--- src/rtl/mips_pkg.sv ---
// Shared loader definitions: state encoding and stream framing constants.
package mips_pkg;
  typedef enum logic [2:0] {HDR0, HDR1, DATA, CSUM, DONE, ERR} ld_state_e;
  localparam int HDR_LEN = 2;
  localparam int CSUM_W  = 8;
endpackage

--- src/rtl/program_loader_packer.sv ---
// Collects instruction bytes big-endian into 32-bit words.
module byte_packer (
  input  logic        clk,
  input  logic        reset,
  input  logic        clr_i,
  input  logic        push_i,
  input  logic [7:0]  byte_i,
  output logic        word_done_o,
  output logic [31:0] word_o
);
  logic [1:0]  idx_q;
  logic [23:0] shreg_q;

  // Word completes combinationally with its fourth byte so the top can register it.
  assign word_done_o = push_i && (idx_q == 2'd3);
  assign word_o      = {shreg_q, byte_i};

  always_ff @(posedge clk or posedge reset) begin
    if (reset) begin
      idx_q   <= '0;
      shreg_q <= '0;
    end else if (clr_i) begin
      idx_q   <= '0;
      shreg_q <= '0;
    end else if (push_i) begin
      idx_q   <= idx_q + 2'd1;
      shreg_q <= {shreg_q[15:0], byte_i};
    end
  end
endmodule

--- src/rtl/program_loader.sv ---
// Streams a length-prefixed, XOR-checked program image into instruction memory.
module program_loader
  import mips_pkg::*;
#(
  parameter int          ADDR_WIDTH = 8,
  parameter logic [31:0] BASE_ADDR  = 32'h0000_0000
) (
  input  logic        clk,
  input  logic        reset,
  input  logic [7:0]  in_data,
  input  logic        in_valid,
  output logic        in_ready,
  input  logic        load_req,
  output logic        imem_we,
  output logic [31:0] imem_addr,
  output logic [31:0] imem_wdata,
  output logic        cpu_reset,
  output logic        done,
  output logic        error,
  output logic [15:0] words_loaded
);
  localparam int CW = HDR_LEN * 8;
  localparam logic [CW:0] MAX_WORDS = (CW+1)'(1) << ADDR_WIDTH;

  ld_state_e         state_q, state_d;
  logic [CW-1:0]     cnt_q, cnt_d;
  logic [CSUM_W-1:0] csum_q, csum_d;
  logic [15:0]       words_q, words_d;
  logic              we_q, we_d;
  logic [31:0]       addr_q, addr_d, wdata_q, wdata_d;
  logic              xfer, restart, word_done;
  logic [31:0]       word;
  logic [CW-1:0]     n_full;

  assign in_ready = (state_q == HDR0) || (state_q == HDR1) ||
                    (state_q == DATA) || (state_q == CSUM);
  assign xfer     = in_valid && in_ready;
  assign n_full   = {cnt_q[CW-1:8], in_data};

  byte_packer u_packer (
    .clk         (clk),
    .reset       (reset),
    .clr_i       (restart),
    .push_i      (xfer && (state_q == DATA)),
    .byte_i      (in_data),
    .word_done_o (word_done),
    .word_o      (word)
  );

  always_comb begin
    state_d = state_q;
    cnt_d   = cnt_q;
    csum_d  = csum_q;
    words_d = words_q;
    we_d    = 1'b0;
    addr_d  = addr_q;
    wdata_d = wdata_q;
    restart = 1'b0;
    case (state_q)
      HDR0: if (xfer) begin
        cnt_d   = {in_data, 8'h00};
        csum_d  = csum_q ^ in_data;
        state_d = HDR1;
      end
      HDR1: if (xfer) begin
        cnt_d  = n_full;
        csum_d = csum_q ^ in_data;
        if ({1'b0, n_full} > MAX_WORDS) state_d = ERR;
        else if (n_full == '0)          state_d = CSUM;
        else                            state_d = DATA;
      end
      DATA: if (xfer) begin
        csum_d = csum_q ^ in_data;
        if (word_done) begin
          // Address uses the pre-increment count: word k lands at BASE + 4k.
          we_d    = 1'b1;
          addr_d  = BASE_ADDR + {14'b0, words_q, 2'b00};
          wdata_d = word;
          words_d = words_q + 16'd1;
          if (words_q == cnt_q - 16'd1) state_d = CSUM;
        end
      end
      CSUM: if (xfer) state_d = (in_data == csum_q) ? DONE : ERR;
      DONE, ERR: if (load_req) begin
        state_d = HDR0;
        cnt_d   = '0;
        csum_d  = '0;
        words_d = '0;
        restart = 1'b1;
      end
      default: state_d = HDR0;
    endcase
  end

  always_ff @(posedge clk or posedge reset) begin
    if (reset) begin
      state_q <= HDR0;
      cnt_q   <= '0;
      csum_q  <= '0;
      words_q <= '0;
      we_q    <= 1'b0;
      addr_q  <= '0;
      wdata_q <= '0;
    end else begin
      state_q <= state_d;
      cnt_q   <= cnt_d;
      csum_q  <= csum_d;
      words_q <= words_d;
      we_q    <= we_d;
      addr_q  <= addr_d;
      wdata_q <= wdata_d;
    end
  end

  assign imem_we      = we_q;
  assign imem_addr    = addr_q;
  assign imem_wdata   = wdata_q;
  assign done         = (state_q == DONE);
  assign error        = (state_q == ERR);
  assign cpu_reset    = (state_q != DONE);
  assign words_loaded = words_q;
endmodule

--- config.mk ---
export PLATFORM = sky130hd
export DESIGN_NAME = program_loader
export DESIGN_NICKNAME = d
export VERILOG_FILES = /design/src/rtl/mips_pkg.sv /design/src/rtl/program_loader_packer.sv /design/src/rtl/program_loader.sv
export SDC_FILE = /design/constraint.sdc
export NUM_CORES = 1
export LEC_CHECK = 0
export ABC_AREA = 1
export ABC_CLOCK_PERIOD_IN_PS = 10300
export BUFFER_PORTS_ARGS = -buffer_cell sky130_fd_sc_hd__buf_2
export CORE_ASPECT_RATIO = 0.9
export CORE_MARGIN = 4
export CORE_UTILIZATION = 56
export DETAILED_ROUTE_END_ITERATION = 12
export GPL_TIMING_DRIVEN = 0
export PLACE_DENSITY = 0.8
export SYNTH_ARGS = -nofsm -noshare
export SYNTH_HDL_FRONTEND = slang
export SYNTH_SLANG_ARGS = --single-unit
--- constraint.sdc ---
create_clock -name clk -period 10.3 [get_ports clk]
set_input_delay 2.06 -clock clk [delete_from_list [all_inputs] [get_ports clk]]
set_output_delay 2.06 -clock clk [all_outputs]
set_load 0.01 [all_outputs]
==> Word-level counts from Yosys, hierarchy flattened <==
Cells that the tools add are included.
{ "word_totals": {"regBits": 118, "input_bits": 12, "output_inout_bits": 85, "word_cells": 84} }
{ "op_classes": {"add_sub_neg": 3, "n_lt_le_gt_ge": 1, "n_eq_ne": 17, "muxes": 30, "n_bitwise": 2, "reduce_logical": 21} }
{ "op_table": {"columns": ["op", "n"], "rows": [
  ["16-bit two-way mux", 4],
  ["24-bit two-way mux", 2],
  ["16-bit case mux with 3 select lines", 1],
  ["16-bit case mux with 2 select lines", 1],
  ["3-bit two-way mux", 8],
  ["8-bit two-way mux", 3],
  ["16-bit by 1-bit adder with 16-bit output (second input constant)", 1],
  ["16-bit == test", 1],
  ["16-bit by 9-bit > comparator with 1-bit output (second input constant)", 1],
  ["16-bit logical NOT", 1],
  ["8-bit case mux with 2 select lines", 1],
  ["16-bit by 1-bit subtractor with 16-bit output (second input constant)", 1],
  ["3-bit case mux with 5 select lines", 1],
  ["4-bit AND reduction", 3],
  ["2-bit != test (second input constant)", 5],
  ["8-bit == test", 1],
  ["2-bit nonzero test", 4],
  ["8-bit XOR", 1],
  ["1-bit two-way mux", 7],
  ["7-bit AND reduction", 1],
  ["3-bit by 2-bit == test with 1-bit output (second input constant)", 2],
  ["3-bit == test (second input constant)", 2],
  ["2-bit by 1-bit != test with 1-bit output (second input constant)", 3],
  ["3-bit AND reduction", 2],
  ["other kinds (12)", 17]
]} }

==> Logic depth before layout (Yosys ltp) <==
{ "logic_depth": {"depth_word": 10, "mapped_depth": 16, "mapped_depth_nobuf": 16} }

==> Hierarchy <==
Synthesis repeated with hierarchy kept, for this count alone.
{ "unflattened": {"cells_unflattened": 720, "hier_area_um2": 5773.0} }
{ "by_module_without_submodules": {"columns": ["mod", "instances", "cells_each", "area_each_um2", "seq_area_each_um2"], "rows": [
  ["program_loader", 1, 594, 4640.7, 2302.2],
  ["byte_packer", 1, 126, 1132.3, 650.6]
]} }

==> Worst setup path after synthesis <==
OpenSTA, ideal clock, no wires.
{ "synth_timing": {"kind": "register to output", "from": "register state_q[1]", "to": "output port cpu_reset", "arrival_ps": 1093, "t_required_ps": 8240, "setup_slack_ps": 7147, "path_stages_with_launch": 6, "path_buffers": 1, "path_cell_list": "dfrtp_1 > buf_4 > nor2_4 > inv_2 > nor2_1 > inv_1"} }
{ "synth_between": {"elab_chain_len": 1} }
{ "synth_rtl": {"columns": ["item", "line_no", "rtl"], "rows": [
  ["start: declaration", "program_loader.sv:25", "ld_state_e state_q, state_d;"],
  ["start signal: assignment", "program_loader.sv:105", "state_q <= state_d;"],
  ["3-bit != test", "program_loader.sv:120", "assign cpu_reset = (state_q != DONE);"],
  ["end: declaration", "program_loader.sv:17", "output logic cpu_reset,"]
]} }
No other way between the ends.

==> Worst setup path after layout <==
Ends and elaborated chain as after synthesis.

==> results_dict.tcl <==
set metrics [dict create \
    status "completed" \
    drive_gt1_frac 0.198 \
    fp.dieW_um 113 \
    maxCapViolations 0 \
    grt_pass1_vias 4893 \
    dieArea_mm2 0.0116 \
    netlist_instances 649 \
    vias_per_cell 5.57 \
    rsz0062_at_grt "no" \
    reg2reg_from "state_q[1]" \
    cts_inserted_buffers 17 \
    clock.fmax_ghz 0.262 \
    syn-cell-area_mm2 0.00559 \
    synth_seq_cells 118 \
    rows 34 \
    hold_class "reg -> reg" \
    clockBufferDepth 2 \
    final_nets 779 \
    place_ws_ps 6600 \
    post_cts_resized 0 \
    ioPinCount 97 \
    synth_edf_count 0 \
    grt_max_degree 71 \
    min_path_cells 2 \
    post_drt_wl_per_cell_um 16.7 \
    ir_worst_vdd_mv 0.146 \
    first_pass_iters 5 \
    cp.depth 6 \
    arrival_ps 1760 \
    hpwl_um 10500 \
    grt_util_all_layers 0.268 \
    path_max_fanout 10 \
    grt_pass1_wl_um 24400 \
    port_buffers 80 \
    reg2reg_depth 8 \
    core_mm2 0.00970 \
    fin_crit_ps 3820 \
    synthFlopType "dfrtp_1" \
    synthArstFlopShare 1.00 \
    path_buf_inv 4 \
    syn_to_final_growth_pct 22.1 \
    cpPeakStageDelay_ps 380 \
    max_slew_margin 0.515 \
    drt-initial-drc-count 520 \
    cts_hold_buf 0 \
    die_h_um 103 \
    fin_ws_ps 6480 \
    synth_cell_types 38 \
    crit_family "buffers and inverters" \
    cellLeakagePower_nw 3.50 \
    p_per_area_mw_per_mm2 298 \
    cpMaxStageDelayCell "dfrtp_1" \
    setup_viol 0 \
    avgSynthCellArea_um2 8.61 \
    drv_slew 0 \
    setup_tns_ps 0 \
    critical_path_class "reg -> out" \
    mostFrequentLayoutCells "nand2_1 (131), dfrtp_1 (118), inv_1 (87)" \
    min_from "imem_addr[10]" \
    grt_overflow 0 \
    clk_pin_slew_ps 70 \
    drcViolationCount 0 \
    crit_path_end_kind "output port" \
    worstMarginPinSlew_ps 719 \
    hold_violations 0 \
    insertion_delay_ps 530 \
    crit_path_cell_trace "buf_4 > nor2_4 > inv_2 > nor2_1 > inv_1 > buf_2" \
    ys_seq_area_frac 0.529 \
    cts.sinks 118 \
    cts_setup_buffers 0 \
    cts_tree "built" \
    initial_core_util 0.576 \
    reg2reg_setup_slack_ps 8060 \
    cts-root-buf "clkbuf_8" \
    routabilityCongestion 0.889 \
    final_common_cell "nand2_1" \
    fin_crit_sh 0.371 \
    ys_warn_count 0 \
    wirelength_um 15100 \
    required_ps 8240 \
    cp-startpoint "state_q[1]" \
    vias 5027 \
    antenna_left 0 \
    htree_levels 4 \
    fin_skew_ps 7.75 \
    antenna_found_initial 0 \
    antenna_cells 0 \
    critPathLaunchType "register" \
]
[final cells by class]
class	count	area, um2
fill	724	2880
timing repair buffer	81	428
multi-input combinational	419	2150
clock inverter	15	179
clock buffer	17	414
inverter	93	352
sequential	118	2950
buffer	34	193
tap	126	158
[metal layers]
metal | vias to the layer above | wire [um] | track usage
met1 | 2393 | 6300 | 0.346
met5 | - | 0 | 0
met4 | 0 | 484 | 0.114
met3 | 44 | 1170 | 0.0646
li1 | 2324 | - | -
met2 | 266 | 7090 | 0.437
[where the power goes]
part           total (W)  switching (W)  leakage (nW)  internal, W
clock network   0.000594       0.000258         0.289     0.000336
registers       0.000719       0.000106          1.59     0.000613
logic           0.000723       0.000463          1.62     0.000260
total            0.00204       0.000827          3.50      0.00121
[per-stage QoR]
stage	instances	total power, W	cell area [um2]	hold WS (ps)	util
2_1_floorplan	664	0.00121	5640	457	-
3_3_place_gp	870	0.00139	6200	462	0.639
3_5_place_dp	871	0.00142	6230	469	0.642
4_1_cts	903	0.00203	6820	486	0.704
5_1_grt	903	0.00217	6820	507	0.704
6_report	903	0.00204	6820	479	0.704
[Yosys cell counts, types with 2 or more instances]
master    count  area share
inv_1        88       0.059
xor2_1       14       0.022
nor3_2        3      0.0054
mux2_2        3      0.0060
o21ai_0      77       0.069
xnor2_1       9       0.014
buf_4        17       0.023
nand2_2       2      0.0022
clkbuf_1     16       0.011
o22ai_1      31       0.035
a21oi_1       8      0.0072
nand4_1       6      0.0067
nor2_4        3      0.0060
nor4_1        2      0.0022
nand2_1     131       0.088
nor3_1       15       0.013
nand3_1      34       0.030
dfrtp_1     118        0.53
ha_1          3      0.0067
inv_2         5      0.0034
nor2_1       47       0.032
[worst min-delay path, stage by stage (launching register included)]
cell and delay (ps):
dfrtp_1 340, nand2_1 50, o21ai_0 60
[path summary, 6_finish.rpt]
| path | endpoint |
|---|---|
| min reg2reg | imem_addr[10] |
| min in group asynchronous | csum_q[0] |
| max reg2reg | u_packer.shreg_q[0] |
| max in group asynchronous | words_loaded[2] |
| max | cpu_reset |
| min | imem_addr[10] |
[kinds of logic after synthesis]
| kind of cell | after synthesis | synth area share |
|---|---|---|
| and+or+nand+nor | 248 | 0.196 |
| AOI/OAI and AO/OA | 124 | 0.125 |
| buffers and inverters | 127 | 0.0970 |
| xor gates and xnor gates | 23 | 0.0361 |
| DFF | 118 | 0.529 |
| muxes | 5 | 0.00985 |
| other | 1 | 0.000671 |
| adders and majority gates | 3 | 0.00672 |
[state kept, by name (all words and copies together), names as in the netlist]
name,count
words_loaded,16
u_packer.shreg_q,24
imem_wdata,32
imem_addr,16
imem_we,1
cnt_q,16
state_q,3
u_packer.idx_q,2
csum_q,8
No activity file was read; power rests on OpenSTA's default activity.
